### config.mk
export PLATFORM = sky130hd
export DESIGN_NAME = me_memory_loader
export DESIGN_NICKNAME = d
export VERILOG_FILES = /design/src/rtl/me_memory_loader.sv
export SDC_FILE = /design/constraint.sdc
export NUM_CORES = 1
export LEC_CHECK = 0
export BUFFER_PORTS_ARGS = -buffer_cell sky130_fd_sc_hd__buf_2
export CAP_MARGIN = 20
export CORE_MARGIN = 4
export CORE_UTILIZATION = 57
export CTS_BUF_LIST = sky130_fd_sc_hd__clkbuf_8
export DETAILED_ROUTE_END_ITERATION = 10
export HOLD_SLACK_MARGIN = 0.02
export PLACE_DENSITY = 0.89
export REMOVE_ABC_BUFFERS = 1
export SLEW_MARGIN = 30
export SYNTH_ARGS = -nofsm -noshare
export SYNTH_HDL_FRONTEND = slang
export SYNTH_SLANG_ARGS = --single-unit
### constraint.sdc
create_clock -name in_clk -period 3.19 [get_ports in_clk]
set_input_delay 0.319 -clock in_clk [delete_from_list [all_inputs] [get_ports in_clk]]
set_output_delay 0.319 -clock in_clk [all_outputs]
set_load 0.02 [all_outputs]
### src/rtl/me_memory_loader.sv
// Streams one reference block plus search window into ME memories, runs the core, returns min SAD.
// Optional watchdog on the WAIT phase: define ME_LOADER_TIMEOUT_EN.
module me_memory_loader #(
   parameter int DATA_WIDTH      = 8,
   parameter int SW_MEMORY_DEPTH = 961,
   parameter int RB_MEMORY_DEPTH = 256,
   parameter int MAX_DATA_WIDTH  = 16,
   parameter int TIMEOUT_CYCLES  = 65535
) (
   input  logic                               in_clk,
   input  logic                               in_rst,
   input  logic                               in_start,
   input  logic                               in_pix_valid,
   output logic                               out_pix_ready,
   input  logic [DATA_WIDTH-1:0]              in_pix_data,
   output logic                               out_rb_write_en,
   output logic [$clog2(RB_MEMORY_DEPTH)-1:0] out_rb_write_addr,
   output logic [DATA_WIDTH-1:0]              out_rb_write_data,
   output logic                               out_sw_write_en,
   output logic [$clog2(SW_MEMORY_DEPTH)-1:0] out_sw_write_addr,
   output logic [DATA_WIDTH-1:0]              out_sw_write_data,
   output logic                               out_me_enable,
   input  logic [MAX_DATA_WIDTH-1:0]          in_min_SAD,
   input  logic                               in_DONE,
   output logic                               out_result_valid,
   input  logic                               in_result_ready,
   output logic [MAX_DATA_WIDTH-1:0]          out_result_SAD,
   output logic                               out_busy,
   output logic                               out_timeout
);

   localparam int RB_AW = $clog2(RB_MEMORY_DEPTH);
   localparam int SW_AW = $clog2(SW_MEMORY_DEPTH);
   localparam int CW    = (SW_AW > RB_AW) ? SW_AW : RB_AW;
   localparam logic [CW-1:0] RB_LAST = CW'(RB_MEMORY_DEPTH - 1);
   localparam logic [CW-1:0] SW_LAST = CW'(SW_MEMORY_DEPTH - 1);

   typedef enum logic [2:0] {
      S_IDLE, S_LOAD_RB, S_LOAD_SW, S_START, S_WAIT, S_RESULT
   } state_t;

   state_t                    state_q, state_d;
   logic [CW-1:0]             cnt_q, cnt_d;
   logic                      rb_we_q, rb_we_d;
   logic [RB_AW-1:0]          rb_addr_q, rb_addr_d;
   logic [DATA_WIDTH-1:0]     rb_data_q, rb_data_d;
   logic                      sw_we_q, sw_we_d;
   logic [SW_AW-1:0]          sw_addr_q, sw_addr_d;
   logic [DATA_WIDTH-1:0]     sw_data_q, sw_data_d;
   logic                      me_en_q, me_en_d;
   logic                      res_v_q, res_v_d;
   logic [MAX_DATA_WIDTH-1:0] sad_q, sad_d;
   logic                      pix_ready;
   logic                      accept;

`ifdef ME_LOADER_TIMEOUT_EN
   localparam int WW = $clog2(TIMEOUT_CYCLES + 1);
   localparam logic [WW-1:0] TO_LAST = WW'(TIMEOUT_CYCLES - 1);
   logic [WW-1:0] wcnt_q, wcnt_d;
   logic          to_q, to_d;
`endif

   assign pix_ready = (state_q == S_LOAD_RB) || (state_q == S_LOAD_SW);
   assign accept    = in_pix_valid & pix_ready;

   always_comb begin
      state_d   = state_q;
      cnt_d     = cnt_q;
      rb_we_d   = 1'b0;
      rb_addr_d = '0;
      rb_data_d = '0;
      sw_we_d   = 1'b0;
      sw_addr_d = '0;
      sw_data_d = '0;
      me_en_d   = me_en_q;
      res_v_d   = res_v_q;
      sad_d     = sad_q;
`ifdef ME_LOADER_TIMEOUT_EN
      wcnt_d    = wcnt_q;
      to_d      = to_q;
`endif
      unique case (state_q)
         S_IDLE: begin
            if (in_start) begin
               state_d = S_LOAD_RB;
               cnt_d   = '0;
`ifdef ME_LOADER_TIMEOUT_EN
               to_d    = 1'b0;
`endif
            end
         end
         S_LOAD_RB: begin
            if (accept) begin
               rb_we_d   = 1'b1;
               rb_addr_d = cnt_q[RB_AW-1:0];
               rb_data_d = in_pix_data;
               if (cnt_q == RB_LAST) begin
                  state_d = S_LOAD_SW;
                  cnt_d   = '0;
               end else begin
                  cnt_d = cnt_q + 1'b1;
               end
            end
         end
         S_LOAD_SW: begin
            if (accept) begin
               sw_we_d   = 1'b1;
               sw_addr_d = cnt_q[SW_AW-1:0];
               sw_data_d = in_pix_data;
               if (cnt_q == SW_LAST) begin
                  state_d = S_START;
                  cnt_d   = '0;
               end else begin
                  cnt_d = cnt_q + 1'b1;
               end
            end
         end
         // One idle cycle lets the final SW write land before the core runs.
         S_START: begin
            state_d = S_WAIT;
            me_en_d = 1'b1;
`ifdef ME_LOADER_TIMEOUT_EN
            wcnt_d  = '0;
`endif
         end
         S_WAIT: begin
            if (in_DONE) begin
               state_d = S_RESULT;
               sad_d   = in_min_SAD;
               me_en_d = 1'b0;
               res_v_d = 1'b1;
            end
`ifdef ME_LOADER_TIMEOUT_EN
            else if (wcnt_q == TO_LAST) begin
               state_d = S_RESULT;
               sad_d   = '1;
               me_en_d = 1'b0;
               res_v_d = 1'b1;
               to_d    = 1'b1;
            end else begin
               wcnt_d = wcnt_q + 1'b1;
            end
`endif
         end
         S_RESULT: begin
            if (in_result_ready) begin
               state_d = S_IDLE;
               res_v_d = 1'b0;
            end
         end
         default: state_d = S_IDLE;
      endcase
   end

   always_ff @(posedge in_clk or negedge in_rst) begin
      if (!in_rst) begin
         state_q   <= S_IDLE;
         cnt_q     <= '0;
         rb_we_q   <= 1'b0;
         rb_addr_q <= '0;
         rb_data_q <= '0;
         sw_we_q   <= 1'b0;
         sw_addr_q <= '0;
         sw_data_q <= '0;
         me_en_q   <= 1'b0;
         res_v_q   <= 1'b0;
         sad_q     <= '0;
      end else begin
         state_q   <= state_d;
         cnt_q     <= cnt_d;
         rb_we_q   <= rb_we_d;
         rb_addr_q <= rb_addr_d;
         rb_data_q <= rb_data_d;
         sw_we_q   <= sw_we_d;
         sw_addr_q <= sw_addr_d;
         sw_data_q <= sw_data_d;
         me_en_q   <= me_en_d;
         res_v_q   <= res_v_d;
         sad_q     <= sad_d;
      end
   end

`ifdef ME_LOADER_TIMEOUT_EN
   always_ff @(posedge in_clk or negedge in_rst) begin
      if (!in_rst) begin
         wcnt_q <= '0;
         to_q   <= 1'b0;
      end else begin
         wcnt_q <= wcnt_d;
         to_q   <= to_d;
      end
   end
   assign out_timeout = to_q;
`else
   assign out_timeout = 1'b0;
`endif

   assign out_pix_ready     = pix_ready;
   assign out_rb_write_en   = rb_we_q;
   assign out_rb_write_addr = rb_addr_q;
   assign out_rb_write_data = rb_data_q;
   assign out_sw_write_en   = sw_we_q;
   assign out_sw_write_addr = sw_addr_q;
   assign out_sw_write_data = sw_data_q;
   assign out_me_enable     = me_en_q;
   assign out_result_valid  = res_v_q;
   assign out_result_SAD    = sad_q;
   assign out_busy          = (state_q != S_IDLE);

endmodule

## Word-level counts from Yosys, hierarchy flattened

Cells that the tools add are included.

- Add/sub/neg operators: 1
- Equality and inequality tests: 14
- Multiplexer cells: 29
- Bitwise operators: 1
- Reductions and logical operators: 11

Operator list:

| kind | number |
|---|---|
| 10-bit two-way mux | 7 |
| 8-bit two-way mux | 5 |
| 10-bit case mux with 3 select lines | 1 |
| 3-bit two-way mux | 7 |
| 3-bit case mux with 6 select lines | 1 |
| 10-bit by 1-bit adder with 10-bit output, second input constant | 1 |
| 10-bit equality test, second input constant | 1 |
| 10-bit by 8-bit equality test with 1-bit output, second input constant | 1 |
| 2-bit != test, second input constant | 5 |
| 7-bit AND reduction | 1 |
| 3-bit by 2-bit equality test with 1-bit output, second input constant | 2 |
| 3-bit equality test, second input constant | 2 |
| 1-bit two-way mux | 6 |
| 3-bit nonzero test | 2 |
| 2-bit by 1-bit != test with 1-bit output, second input constant | 2 |
| 1-bit case mux with 2 select lines | 2 |
| 2-bit AND reduction | 2 |
| 4-bit AND reduction | 1 |
| 2-bit nonzero test | 2 |
| 3-bit by 1-bit equality test with 1-bit output, second input constant | 1 |
| 3-bit zero test | 1 |
| 3-bit AND reduction | 1 |
| 1-bit AND | 1 |
| 1-bit logical OR | 1 |

- Bits in registers: 67
- Logic and storage cells: 67

## Depth between registers and ports, before layout

- Depth after elaboration: 5
- Depth in mapped cells: 7
- Gate-level depth less buffers: 6

## Worst setup path after synthesis

No wires, ideal clock.

- Kind: reg-to-reg
- From: register state_q[1]
- To: register sad_q[0], in the netlist out_result_SAD[0]
- Setup time: 0.128 ns
- Data arrival time: 1.527 ns
- Data required time: 3.062 ns
- Slack: 1.536 ns
- Cell stages (with the launch flop): 5
- Path buffers: 2
- Clock period less this slack: 1.654 ns
- Cells stage by stage: dfrtp_1 nor4bb_1 clkbuf_1 buf_2 mux2_1

- Word-level cells in the longest chain between the ends: 2

Ends and longest elaborated chain:

| item | line | text |
|---|---|---|
| from (decl) | 42 | `state_t state_q, state_d;` |
| from (signal assigned) | 169 | `state_q <= state_d;` |
| 3-bit equality test | 82 | `unique case (state_q)` |
| 2-bit AND reduction (no line) | n/a |  |
| to (signal assigned) | 167 | `sad_q <= '0;` |
| to (signal assigned) | 179 | `sad_q <= sad_d;` |
| to (decl) | 52 | `logic [MAX_DATA_WIDTH-1:0] sad_q, sad_d;` |

Every way passes these cells.
A chain may end at the register's enable or synchronous reset.

## Worst setup path in the final report

- From: register state_q[2]
- To: output out_pix_ready

- Word-level cells in the longest chain between the ends: 2

Ends and longest elaborated chain:

| item | line | text |
|---|---|---|
| 3-bit by 1-bit equality test with 1-bit output or 3-bit by 2-bit equality test with 1-bit output (tied branches) | 63 | `assign pix_ready = (state_q == S_LOAD_RB) \|\| (state_q == S_LOAD_SW);` |
| 1-bit logical OR * | 63 |  |
| to (decl) | 14 | `output logic out_pix_ready,` |

Mark *: on every way between the ends. The rest lies on a longest branch, timed or not.

==> results.sh <==
export IMPL_seqCellArea_sq_um=1680
export IMPL_initial_core_util=0.589
export IMPL_avgViaCountPerCell=5.56
export IMPL_timing_final_ws_setup_ps=994
export IMPL_path_clk_slew_ps=70
export IMPL_yosys_area_top_type_share=0.599
export IMPL_synth_edf_count=0
export IMPL_r2r_cells=4
export IMPL_min_period_ps=2200
export IMPL_avgRoutedWirePerCell_um=16.3
export IMPL_crit_fanout=22
export IMPL_chipHeight_um=78.1
export IMPL_synthArstFlopShare=1.00
export IMPL_synthCells=237
export IMPL_routed_wl_um=6360
export IMPL_r2r_slack_ps=1140
export IMPL_n_fill_cell=321
export IMPL_synth_cell_types=46
export IMPL_whs_path_depth=2
export IMPL_max_vdd_ir_drop_uv=309
export IMPL_worstSkewPairLatency_ps=340
export IMPL_powerDensity_nw_per_um2=618
export IMPL_htree_levels=3
export IMPL_synth_area_top_cells="dfrtp_1, mux2_1, and2_1"
export IMPL_finClkSkew_ps=8.21
export IMPL_cts_root_buffer="clkbuf_8"
export IMPL_via_count=2174
export IMPL_cp_start_kind="flip-flop"
export IMPL_worstPathArrival_ps=1880
export IMPL_cp_end_kind="output pin"
export IMPL_grt_pass1_wl_um=10600
export IMPL_post_route_period_util=0.689
export IMPL_grt_overflow=0
export IMPL_slew_viol_final=0
export IMPL_ys_flop_type="dfrtp_1"
export IMPL_post_route_util=0.729
export IMPL_dr_pass1_iters=5
export IMPL_avgSynthCellArea_sq_um=11.8
export IMPL_core_sq_um=4750
export IMPL_status="complete, no violations"
export IMPL_critical_path_class="reg2out"
export IMPL_die_w_um=78.1
export IMPL_clock_path_buffers=2
export IMPL_cts_sinks=67
export IMPL_ys_seq_area_frac=0.599
export IMPL_post_cts_setup_buffers=0
export IMPL_track_usage=0.226
export IMPL_drtAntennaViolNets=0
export IMPL_multi_input_area_sq_um=1020
export IMPL_path_delay_family="simple AND/OR/NAND/NOR gates"
export IMPL_fmax_mhz=455
export IMPL_max_stage_delay_ps=610
export IMPL_hpwl_um=4150
export IMPL_max_cap_viol_count=0
export IMPL_grt_pass1_vias=2086
export IMPL_drtIter0Drc=164
export IMPL_drcViolationCount=0
export IMPL_finalHoldViolCount=0
export IMPL_io_pins=87
export IMPL_area_growth_pct=23.9
export IMPL_setup_tns_ps=0
export IMPL_synth_warnings=0
export IMPL_rsz0062_at_grt="false"
export IMPL_yosys_area_top_type="dfrtp_1"
export IMPL_hp_class="in2reg"
export IMPL_crit_buf_inv=1
export IMPL_maxSlewHeadroom=0.469
export IMPL_leakage_nw=1.81
export IMPL_final_nets=351
export IMPL_antenna_cells=0
export IMPL_cts_buffers=9
export IMPL_worstMarginPinSlew_ps=791
export IMPL_setup_viol=0
export IMPL_crit_chain="or3b_1 -> nand2b_1 -> buf_2"
export IMPL_place_gp_congestion=0.878
export IMPL_antenna_found_initial=0
export IMPL_synth_area_sq_um=2800
export IMPL_core_rowCount=25
export IMPL_drive_gt1_frac=0.355
export IMPL_pre_cts_slack_ps=1170
export IMPL_cts_tree="done"
export IMPL_cp_depth=3
export IMPL_crit_required_ps=2870
export IMPL_dieArea_sq_um=6100
export IMPL_grt_max_degree=54
export IMPL_numPortBuffers=85
export IMPL_ys_ff_latch=67
export IMPL_slowest_stage="dfrtp_1"
## metal layers
layer	track usage	wire length (um)	vias up
met2	0.366	3190	105
li1	-	-	1004
met3	0.0550	452	12
met5	0	0	-
met4	0.0892	118	0
met1	0.297	2590	1053
## synthesized netlist by cell type, drive strengths merged (5+ instances only)
cell type,number
buf,10
nor3,7
o21ai,16
mux2,16
nand3,8
nor2,7
o2111ai,7
nand2,7
and2,16
and3,16
inv,5
a21oi,8
dfrtp,67
clkbuf,8
## metrics by stage
stage               instance area, sq um  total power [W]  instances  hold WS, ps
global placement                    3250          0.00143        374          463
floorplan                           2710          0.00129        219         23.4
finish                              3470          0.00214        391          194
global route                        3470          0.00226        391          181
CTS                                 3470          0.00215        391          184
detailed placement                  3260          0.00145        374          384
## cell families after synthesis
group,Yosys count,synth area share
buffers and inverters,24,0.0416
muxes,18,0.0715
AOI/OAI and AO/OA,45,0.109
DFF,67,0.599
and+or+nand+nor,80,0.169
other,1,0.00134
adders and majority gates,2,0.00894
## timing repair
action,in CTS,in global routing
setup endpoints to repair,0,0
hold buffers,1,0
resized for setup,0,0
hold endpoints to repair,21,0
## worst paths after layout
| path | from | to |
|---|---|---|
| hold reg to reg | out_result_SAD[1] | out_result_SAD[1] |
| hold / removal | in_min_SAD[6] | out_result_SAD[6] |
| setup reg to reg | state_q[2] | cnt_q[7] |
| setup / recovery | state_q[2] | out_pix_ready |
| min in group asynchronous | in_rst | out_sw_write_data[5] |
| max in group asynchronous | in_rst | out_result_SAD[15] |
## registers in the layout, indices dropped and copies added, names as in the netlist
register,count
out_me_enable,1
out_sw_write_addr,10
out_sw_write_data,8
out_result_valid,1
out_rb_write_en,1
out_rb_write_addr,8
cnt_q,10
out_sw_write_en,1
state_q,3
out_result_SAD,16
out_rb_write_data,8
## cell type report
cell class                      count  area share
Multi-Input combinational cell    146       0.295
Inverter                            6     0.00649
Tap cell                           67      0.0242
Clock buffer                       10      0.0397
Clock inverter                      6      0.0188
Timing Repair Buffer               89       0.133
Sequential cell                    67       0.483
## placed cells by master (no fill, tap or decap), drive strengths merged, types with 3 or more instances in the layout
master / count
a21oi: 8
and2: 16
and3: 16
buf: 88
clkbuf: 10
clkinv: 5
dfrtp: 67
inv: 5
mux2: 16
nand2: 7
nand2b: 3
nand3: 8
nand4: 3
nor2: 7
nor2b: 4
nor3: 7
o2111ai: 7
o211ai: 4
o21ai: 16
## power by group
part / leakage (nW) / internal, W / switching (W) / total (W)
clock: 0.102 / 0.000382 / 0.000317 / 0.000699
combinational: 0.846 / 0.000160 / 0.000252 / 0.000412
sequential: 0.865 / 0.000930 / 0.000102 / 0.00103
total: 1.81 / 0.00147 / 0.000671 / 0.00214
## worst reg2reg max path, stage by stage (launching register included)
cell and delay, ps:
dfrtp_1 610, or3b_1 610, a31oi_4 410, nor2_1 160, o211ai_1 190
Note: power is estimated with default switching activity, not from simulation.
